[config.mk]
export PLATFORM = sky130hd
export DESIGN_NAME = mc_main_control
export DESIGN_NICKNAME = d
export VERILOG_FILES = /design/src/rtl/mc_ctrl_pkg.sv /design/src/rtl/mc_ctrl_outdec.sv /design/src/rtl/mc_main_control.sv
export SDC_FILE = /design/constraint.sdc
export NUM_CORES = 1
export LEC_CHECK = 0
export CAP_MARGIN = 20
export CORE_UTILIZATION = 44
export CTS_CLUSTER_SIZE = 28
export DETAILED_ROUTE_END_ITERATION = 8
export GPL_ROUTABILITY_DRIVEN = 0
export HOLD_SLACK_MARGIN = 0.15
export PLACE_DENSITY = 0.79
export REMOVE_ABC_BUFFERS = 1
export SLEW_MARGIN = 15
export SYNTH_ARGS = -nofsm -noshare
export SYNTH_HDL_FRONTEND = slang
export SYNTH_SLANG_ARGS = --single-unit
[constraint.sdc]
create_clock -name clk -period 2.1 [get_ports clk]
set_clock_uncertainty 0.1 [all_clocks]
set_input_delay 0.21 -clock clk [delete_from_list [all_inputs] [get_ports clk]]
set_output_delay 0.21 -clock clk [all_outputs]
set_load 0.02 [all_outputs]
[src/rtl/mc_ctrl_pkg.sv]
// Shared encodings for the multi-cycle MIPS main control: states, opcodes,
// ALU operation codes and the packed control word driven to the datapath.
package mc_ctrl_pkg;

  typedef enum logic [3:0] {
    S_IDLE    = 4'd0,
    S_FETCH   = 4'd1,
    S_DECODE  = 4'd2,
    S_MEMADR  = 4'd3,
    S_MEMRD   = 4'd4,
    S_MEMWB   = 4'd5,
    S_MEMWR   = 4'd6,
    S_EXEC    = 4'd7,
    S_RWB     = 4'd8,
    S_BRANCH  = 4'd9,
    S_JUMP    = 4'd10,
    S_ADDI_EX = 4'd11,
    S_ADDI_WB = 4'd12
  } state_t;

  localparam logic [5:0] OP_RTYPE = 6'b000000;
  localparam logic [5:0] OP_LW    = 6'b100011;
  localparam logic [5:0] OP_SW    = 6'b101011;
  localparam logic [5:0] OP_BEQ   = 6'b000100;
  localparam logic [5:0] OP_J     = 6'b000010;
  localparam logic [5:0] OP_ADDI  = 6'b001000;

  localparam logic [1:0] ALUOP_ADD   = 2'b00;
  localparam logic [1:0] ALUOP_SUB   = 2'b01;
  localparam logic [1:0] ALUOP_FUNCT = 2'b10;

  localparam logic [1:0] SRCB_B    = 2'b00;
  localparam logic [1:0] SRCB_4    = 2'b01;
  localparam logic [1:0] SRCB_SEXT = 2'b10;
  localparam logic [1:0] SRCB_SHL2 = 2'b11;

  localparam logic [1:0] PCSRC_ALU    = 2'b00;
  localparam logic [1:0] PCSRC_ALUOUT = 2'b01;
  localparam logic [1:0] PCSRC_JUMP   = 2'b10;

  typedef struct packed {
    logic       pc_write;
    logic       pc_write_cond;
    logic       iord;
    logic       mem_read;
    logic       mem_write;
    logic       ir_write;
    logic       mem_to_reg;
    logic       reg_dst;
    logic       reg_write;
    logic       alu_src_a;
    logic [1:0] alu_src_b;
    logic [1:0] alu_op;
    logic [1:0] pc_source;
  } ctrl_t;

  // States that wait on the memory handshake and run the wait counter.
  function automatic logic is_mem_state(state_t s);
    return (s == S_FETCH) || (s == S_MEMRD) || (s == S_MEMWR);
  endfunction

endpackage

[src/rtl/mc_ctrl_outdec.sv]
// Moore output decode: state (plus mem_ready for the FETCH IR/PC load) to
// control word. ADDI states decode only when MC_ADDI_EN is defined.
module mc_ctrl_outdec
  import mc_ctrl_pkg::*;
(
  input  state_t i_state,
  input  logic   i_mem_ready,
  output ctrl_t  o_ctrl
);

  always_comb begin
    o_ctrl = '0;
    case (i_state)
      S_FETCH: begin
        o_ctrl.mem_read  = 1'b1;
        o_ctrl.alu_src_b = SRCB_4;
        o_ctrl.alu_op    = ALUOP_ADD;
        o_ctrl.pc_source = PCSRC_ALU;
        o_ctrl.ir_write  = i_mem_ready;
        o_ctrl.pc_write  = i_mem_ready;
      end
      S_DECODE: begin
        o_ctrl.alu_src_b = SRCB_SHL2;
        o_ctrl.alu_op    = ALUOP_ADD;
      end
      S_MEMADR: begin
        o_ctrl.alu_src_a = 1'b1;
        o_ctrl.alu_src_b = SRCB_SEXT;
        o_ctrl.alu_op    = ALUOP_ADD;
      end
      S_MEMRD: begin
        o_ctrl.mem_read = 1'b1;
        o_ctrl.iord     = 1'b1;
      end
      S_MEMWB: begin
        o_ctrl.reg_write  = 1'b1;
        o_ctrl.mem_to_reg = 1'b1;
      end
      S_MEMWR: begin
        o_ctrl.mem_write = 1'b1;
        o_ctrl.iord      = 1'b1;
      end
      S_EXEC: begin
        o_ctrl.alu_src_a = 1'b1;
        o_ctrl.alu_src_b = SRCB_B;
        o_ctrl.alu_op    = ALUOP_FUNCT;
      end
      S_RWB: begin
        o_ctrl.reg_write = 1'b1;
        o_ctrl.reg_dst   = 1'b1;
      end
      S_BRANCH: begin
        o_ctrl.alu_src_a     = 1'b1;
        o_ctrl.alu_src_b     = SRCB_B;
        o_ctrl.alu_op        = ALUOP_SUB;
        o_ctrl.pc_write_cond = 1'b1;
        o_ctrl.pc_source     = PCSRC_ALUOUT;
      end
      S_JUMP: begin
        o_ctrl.pc_write  = 1'b1;
        o_ctrl.pc_source = PCSRC_JUMP;
      end
`ifdef MC_ADDI_EN
      S_ADDI_EX: begin
        o_ctrl.alu_src_a = 1'b1;
        o_ctrl.alu_src_b = SRCB_SEXT;
        o_ctrl.alu_op    = ALUOP_ADD;
      end
      S_ADDI_WB: begin
        o_ctrl.reg_write = 1'b1;
      end
`endif
      default: o_ctrl = '0;
    endcase
  end

endmodule

[src/rtl/mc_main_control.sv]
// Multi-cycle MIPS main control FSM with mem_ready stall and wait timeout.
// Define MC_ADDI_EN to make opcode 001000 (addi) a legal instruction.
module mc_main_control
  import mc_ctrl_pkg::*;
#(
  parameter int STATE_W     = 4,
  parameter int MEM_TIMEOUT = 16
) (
  input  logic               clk,
  input  logic               rst,
  input  logic [5:0]         opcode,
  input  logic               mem_ready,
  output logic               pc_write,
  output logic               pc_write_cond,
  output logic               iord,
  output logic               mem_read,
  output logic               mem_write,
  output logic               ir_write,
  output logic               mem_to_reg,
  output logic               reg_dst,
  output logic               reg_write,
  output logic               alu_src_a,
  output logic [1:0]         alu_src_b,
  output logic [1:0]         alu_op,
  output logic [1:0]         pc_source,
  output logic               illegal_op,
  output logic               mem_err,
  output logic [STATE_W-1:0] state_o
);

  localparam int CNT_W = (MEM_TIMEOUT > 2) ? $clog2(MEM_TIMEOUT) : 1;
  localparam logic [CNT_W-1:0] C_LAST = (MEM_TIMEOUT > 0) ? CNT_W'(MEM_TIMEOUT - 1) : '0;

  state_t           r_state;
  state_t           w_nxt;
  logic [CNT_W-1:0] r_cnt;
  logic             w_timeout;
  logic             w_illegal;
  ctrl_t            w_ctrl;

  // With MEM_TIMEOUT=0 the counter simply wraps; the compare is disabled.
  assign w_timeout = (MEM_TIMEOUT > 0) && is_mem_state(r_state) &&
                     !mem_ready && (r_cnt == C_LAST);

  always_comb begin
    w_nxt     = r_state;
    w_illegal = 1'b0;
    case (r_state)
      S_IDLE:   w_nxt = S_FETCH;
      S_FETCH:  if (mem_ready) w_nxt = S_DECODE;
      S_DECODE: begin
        case (opcode)
          OP_LW, OP_SW: w_nxt = S_MEMADR;
          OP_RTYPE:     w_nxt = S_EXEC;
          OP_BEQ:       w_nxt = S_BRANCH;
          OP_J:         w_nxt = S_JUMP;
`ifdef MC_ADDI_EN
          OP_ADDI:      w_nxt = S_ADDI_EX;
`endif
          default: begin
            w_illegal = 1'b1;
            w_nxt     = S_FETCH;
          end
        endcase
      end
      S_MEMADR: w_nxt = (opcode == OP_LW) ? S_MEMRD : S_MEMWR;
      S_MEMRD:  if (mem_ready) w_nxt = S_MEMWB;
                else if (w_timeout) w_nxt = S_FETCH;
      S_MEMWB:  w_nxt = S_FETCH;
      S_MEMWR:  if (mem_ready || w_timeout) w_nxt = S_FETCH;
      S_EXEC:   w_nxt = S_RWB;
      S_RWB:    w_nxt = S_FETCH;
      S_BRANCH: w_nxt = S_FETCH;
      S_JUMP:   w_nxt = S_FETCH;
`ifdef MC_ADDI_EN
      S_ADDI_EX: w_nxt = S_ADDI_WB;
      S_ADDI_WB: w_nxt = S_FETCH;
`endif
      default:  w_nxt = S_IDLE;
    endcase
  end

  // A FETCH timeout loops back into FETCH, so it must clear the counter too.
  always_ff @(posedge clk or posedge rst) begin
    if (rst) begin
      r_state <= S_IDLE;
      r_cnt   <= '0;
    end else begin
      r_state <= w_nxt;
      if ((w_nxt != r_state) || w_timeout) r_cnt <= '0;
      else if (is_mem_state(r_state) && !mem_ready) r_cnt <= r_cnt + 1'b1;
    end
  end

  mc_ctrl_outdec u_outdec (
    .i_state     (r_state),
    .i_mem_ready (mem_ready),
    .o_ctrl      (w_ctrl)
  );

  assign pc_write      = w_ctrl.pc_write;
  assign pc_write_cond = w_ctrl.pc_write_cond;
  assign iord          = w_ctrl.iord;
  assign mem_read      = w_ctrl.mem_read;
  assign mem_write     = w_ctrl.mem_write;
  assign ir_write      = w_ctrl.ir_write;
  assign mem_to_reg    = w_ctrl.mem_to_reg;
  assign reg_dst       = w_ctrl.reg_dst;
  assign reg_write     = w_ctrl.reg_write;
  assign alu_src_a     = w_ctrl.alu_src_a;
  assign alu_src_b     = w_ctrl.alu_src_b;
  assign alu_op        = w_ctrl.alu_op;
  assign pc_source     = w_ctrl.pc_source;
  assign illegal_op    = w_illegal;
  assign mem_err       = w_timeout;
  assign state_o       = STATE_W'(r_state);

endmodule
Yosys cells after proc, flatten, opt, wreduce, memory -nomap -nowiden. Index checks and enable logic that the tools add are counted.

Flip-flop bits (word level): 8. Bits of input ports: 9. Output and inout bits: 22. Word-level logic and storage cells: 59.

Add/subtract/negate cells: 1. Equal/unequal tests: 16. Muxes and demuxes: 23. Reductions and logical operators: 17.

Operator list (count): $pmux W4 S7 (1); $mux W4 (6); $pmux W4 S5 (1); $eq A4 B3 Y1 const B (4); $eq A4 B4 Y1 const B (4); $pmux W4 S4 (1); $eq A6 B6 Y1 const B (2); $mux W1 (11); $reduce_or A5 Y1 (2); $eq A4 B2 Y1 const B (2); $reduce_or A2 Y1 (4); $eq A6 B2 Y1 const B (1); $eq A6 B3 Y1 const B (1); $logic_not A6 Y1 (1); $add A4 B1 Y4 const B (1); $eq A4 B1 Y1 const B (1); $logic_not A4 Y1 (1); $logic_or A1 B1 Y1 (4); $ne A4 B4 Y1 (1); $pmux W2 S2 (1); $reduce_or A3 Y1 (1); $logic_and A1 B1 Y1 (2); $mux W2 (1); $pmux W1 S2 (1); other kinds (2) (2).

Depth between registers and ports, before layout.
Depth in word-level cells: 11. Mapped depth: 7. Depth with buffers taken out: 6.

By module. Synthesis repeated with hierarchy kept, for this count alone.

Cell total of the unflattened synthesis: 115. Area total of the unflattened synthesis: 875.8 um^2.

By module, submodules not included: mc_main_control (instances 1, cells an instance 83, area an instance 678.2 um^2, sequential area each 200.2 um^2); mc_ctrl_outdec (instances 1, cells an instance 32, area an instance 197.7 um^2, sequential area each 0.0 um^2).

Least setup slack after synthesis. OpenSTA, ideal clock, no wires.

Path kind: reg-to-reg. Start point: register r_state[0], in the netlist state_o[0]. End point: register r_cnt[0]. Setup time: 0.134 ns. Data arrival time: 1.816 ns. Required time: 1.866 ns. Setup slack: 0.050 ns. Stages on the path, launching flop included: 7. Path buffers: 1. Clock period less this slack: 2.050 ns. Cell sequence: dfrtp_1 buf_6 or3b_1 a211oi_2 a21oi_2 a21bo_2 nor3_2.

Word-level cells in the longest chain between the ends: 11. Elaborated cells between the ends (all ways): 26. Classes of those cells: eq/ne (11); mux (6); reduce/logical (9).

Ends and longest elaborated chain: start, declared (line mc_main_control.sv:34) `state_t r_state;`; start signal, assigned (line mc_main_control.sv:89) `r_state <= w_nxt;`; $eq A4 B1 Y1 or $eq A4 B3 Y1 (tied branches) (line mc_ctrl_pkg.sv:59) `return (s == S_FETCH) || (s == S_MEMRD) || (s == S_MEMWR);`; $logic_or A1 B1 Y1 (line mc_ctrl_pkg.sv:59); $logic_or A1 B1 Y1 * (line mc_ctrl_pkg.sv:59); $logic_and A1 B1 Y1 * (line mc_main_control.sv:42) `assign w_timeout = (MEM_TIMEOUT > 0) && is_mem_state(r_state) &&`; $logic_and A1 B1 Y1 * (line mc_main_control.sv:43) `!mem_ready && (r_cnt == C_LAST);`; named net mem_err (line mc_main_control.sv:27) `output logic mem_err,`; $mux W4 or $logic_or A1 B1 Y1 (tied branches) (line mc_main_control.sv:68, mc_main_control.sv:70); $mux W4, on equally long branches (line mc_main_control.sv:67, mc_main_control.sv:70); $pmux W4 S7 (line mc_main_control.sv:48) `case (r_state)`; $ne A4 B4 Y1 (line mc_main_control.sv:90) `if ((w_nxt != r_state) || w_timeout) r_cnt <= '0;`; $logic_or A1 B1 Y1 * (line mc_main_control.sv:90); $mux W4 or $reduce_bool A2 Y1 (tied branches); end signal, assigned (line mc_main_control.sv:91) `else if (is_mem_state(r_state) && !mem_ready) r_cnt <= r_cnt + 1'b1;`; end, declared (line mc_main_control.sv:36) `logic [CNT_W-1:0] r_cnt;`.

The timed path passes the listed nets; every way through them passes the cells marked *. A chain may end at the register's enable or synchronous reset.

Worst setup path after layout.
Start point: register r_state[0], in the netlist state_o[0]. End point: register r_cnt[3].

Word-level cells in the longest chain between the ends: 11. Elaborated cells between the ends (all ways): 26. Classes of those cells: eq/ne (11); mux (6); reduce/logical (9).

Ends and longest elaborated chain (line): $eq A4 B1 Y1 or $eq A4 B3 Y1 (tied branches) (mc_ctrl_pkg.sv:59, mc_main_control.sv:48); $logic_or A1 B1 Y1 (2 in a row) (mc_ctrl_pkg.sv:59); $logic_and A1 B1 Y1 (mc_main_control.sv:42, mc_main_control.sv:91); $logic_and A1 B1 Y1 (mc_main_control.sv:43); $mux W4 or $logic_or A1 B1 Y1 (tied branches) (mc_main_control.sv:68, mc_main_control.sv:70); $mux W4, on equally long branches (mc_main_control.sv:67, mc_main_control.sv:70); $pmux W4 S7 (mc_main_control.sv:48); $ne A4 B4 Y1 (mc_main_control.sv:90); $logic_or A1 B1 Y1 (mc_main_control.sv:90); $mux W4 or $reduce_bool A2 Y1 (tied branches).

Several ways; a longest one is shown, not always the timed one.

==> results.md <==
* DRC at 0
* TritonRoute pass-1 iters at 4
* Mapped Cells at 105
* Tmin final at 2.056 ns
* First-pass GRT wire length at 3.905 mm
* Hpwl dp at 2.022 mm
* Cell area after synthesis at ~850 um2
* DR iter-0 viols at 45
* Initial Util at between 40 and 50%
* Pwr Density at around 1200 nW/um2
* Ys async rst share at 100.0%
* Largest net degree at the start of global routing at 15
* HP Class: reg -> reg
* Min Hold Slack at 0.5520 ns
* Worst Path Arrival at approximately 2.1 ns
* Final hold vios at 0
* Post-route antenna net violation count at 0
* Crit path kind: reg -> reg
* Sink of the worst hold path: state_o[0]
* Slew of the pin with the lowest slew margin at 0.3791 ns
* R2R Path Start: state_o[0]
* Setup Buffers After CTS at 0
* Antenna violations before repair at 0
* Top cells by area, synth: dfrtp_1 (24%), nor2_1 (7.1%), nor3_2 (4.7%)
* Peak Freq at 486.4 MHz
* Synth area leader: dfrtp_1
* Cells after DPL at 169
* Avg Cell Area, Syn at around 8.1 um2
* Die width at about 46 um
* Worst setup SP type: register
* IO Port Bufs at 30
* Worst EP required at ~2.2 ns
* Total CTS buffers at 3
* # diodes at 0
* Maximum VDD drop at 0.6754 mV
* Post-synth EDFFs at 0
* Final Max Tran Viols at 0
* Yosys cell types at 42
* Reg clk slew, reported paths at 0.06 ns
* Chip height at 45.85 um
* Leakage at 0.5943 nW
* Reg2Reg Depth at 6
* Layout Nets at 160
* Vias in the first global route at between 800 and 900
* Die area at around 2100 um2
* Grt total ovfl at 0
* Synth Flop Type: dfrtp_1
* Finish-stage setup viols at 0
* Layout cell share with drive strength beyond 1 at 25.00%
* Worst Hold Launch: r_cnt[2]
* Yosys reg bits at 8
* Seq/Total Area, Yosys at 23.67%
* Wire per inst at 14.46 um
* Post-Layout Cell Count at around 170
* WHS Path Cells at 2
* Synth top area share at 23.67%
* Ys Warns at 0
* Status: finished, final reports clean
* CTS Buffer Depth at 2
* Commonest non-fill, non-tap cells in the layout: nor2_1 (16), buf_4 (16), dlygate4sd2_1 (15)
* R2r endpoint: r_cnt[3]
* Syn-to-layout area delta at 49.26%
* Overall global routing resource usage at 27.01%
* Flop2flop setup slack at 0.04 ns
* Drt via density at 5.538
* Area of the core at 1764 um2
* H-Tree Depth at 1
* Max Cap Violations at 0
* Crit. End Element: register
* Fill cell count at around 170
* Fin util at 71.56%
* Cell Rows at 15
* Relative max-transition margin at 74.46%
* Clk_lat worst skew at about 0.26 ns
* Crit path max fanout at 4
* RSZ-0062 raised after global routing: false
* CTS tree: yes
* Final period utilization at 97.90%
* I/O pins at 31
* Clock root buffer: clkbuf_4
* Routed vias at 958
* Clock Sinks at 8
* Final wirelength at 2.501 mm
## Yosys cell counts, drive strengths merged, types with 3 or more instances
cell and instances:
buf 4, xnor2 3, mux2i 3, dfrtp 8, a21oi 5, nand3 5, clkbuf 3, nand2 5
nor3 9, inv 4, nor2 16, o21ai 5, nand2b 5, or4 3
## worst max-delay path, cell delays in order (launching register included)
cell and delay [ns]:
dfrtp_1 0.40, or4b_4 0.58, a31oi_1 0.25, a31oi_1 0.12, mux2i_2 0.17, buf_4 0.16
nor3_2 0.18
## state kept, by name (all words and copies together) (netlist names)
name	cells
r_cnt	4
state_o	4
## cells by family after synthesis
group,Yosys count,share of synthesized area (%)
AOI/OAI and AO/OA,23,22.19
xor gates and xnor gates,5,5.178
adders and majority gates,1,1.479
buffers and inverters,11,7.543
DFF,8,23.67
muxes,3,3.994
and+or+nand+nor,54,35.95
## worst max path at each step
stage / cells after the start / end / from / slack, ns
floorplan: 5 / r_cnt[0] / state_o[0] / -0.11
global placement: 7 / r_cnt[1] / opcode[0] / -0.007
detailed placement: 6 / r_cnt[3] / opcode[3] / -0.05
CTS: 4 / mem_read / state_o[0] / 0.04
global route: 5 / r_cnt[3] / state_o[0] / 0.005
finish: 6 / r_cnt[3] / state_o[0] / 0.04
## power by group
part / internal [mW] / switching (mW) / total, mW
logic: 0.481 / 0.624 / 1.11
clock network: 0.0659 / 0.0591 / 0.125
registers: 0.192 / 0.0373 / 0.230
## repair_timing
action                                  in CTS  in global routing
hold buffers                                 1                  0
endpoints found under the setup margin      17                  5
resized for setup                           17                  7
hold endpoints to repair                     8                  0
## per-layer routing
layer  wire, um  global-route usage [%]  up-vias  share of wire (%)
li1           -                       -      464                  -
met1       1134                   33.81      462                 45
met2       1242                   44.23       30                 50
met3        103                   4.762        2                4.1
met4         20                   12.94        0               0.80
met5          0                       0        -                  0
## metrics by stage
stage	power, mW	setup TNS, ns	setup WS [ns]	area [um2]
6_report	1.460	0	0.04410	1262
5_1_grt	1.563	0	0.004689	1262
4_1_cts	1.457	0	0.04193	1260
3_5_place_dp	1.382	-0.1450	-0.05049	1249
3_3_place_gp	1.358	-0.02479	-0.007298	1249
2_1_floorplan	0.8830	-0.3933	-0.1058	797.0
## cell type report
cell class	instances	area, um2	area share, %
Clock buffer	3	22.52	1.784
Inverter	4	15.01	1.189
Multi-Input combinational cell	86	589.3	46.68
Sequential cell	8	200.2	15.86
Tap cell	25	31.28	2.478
Timing Repair Buffer	47	404.1	32.01
No activity file was read; power rests on OpenSTA's default activity.
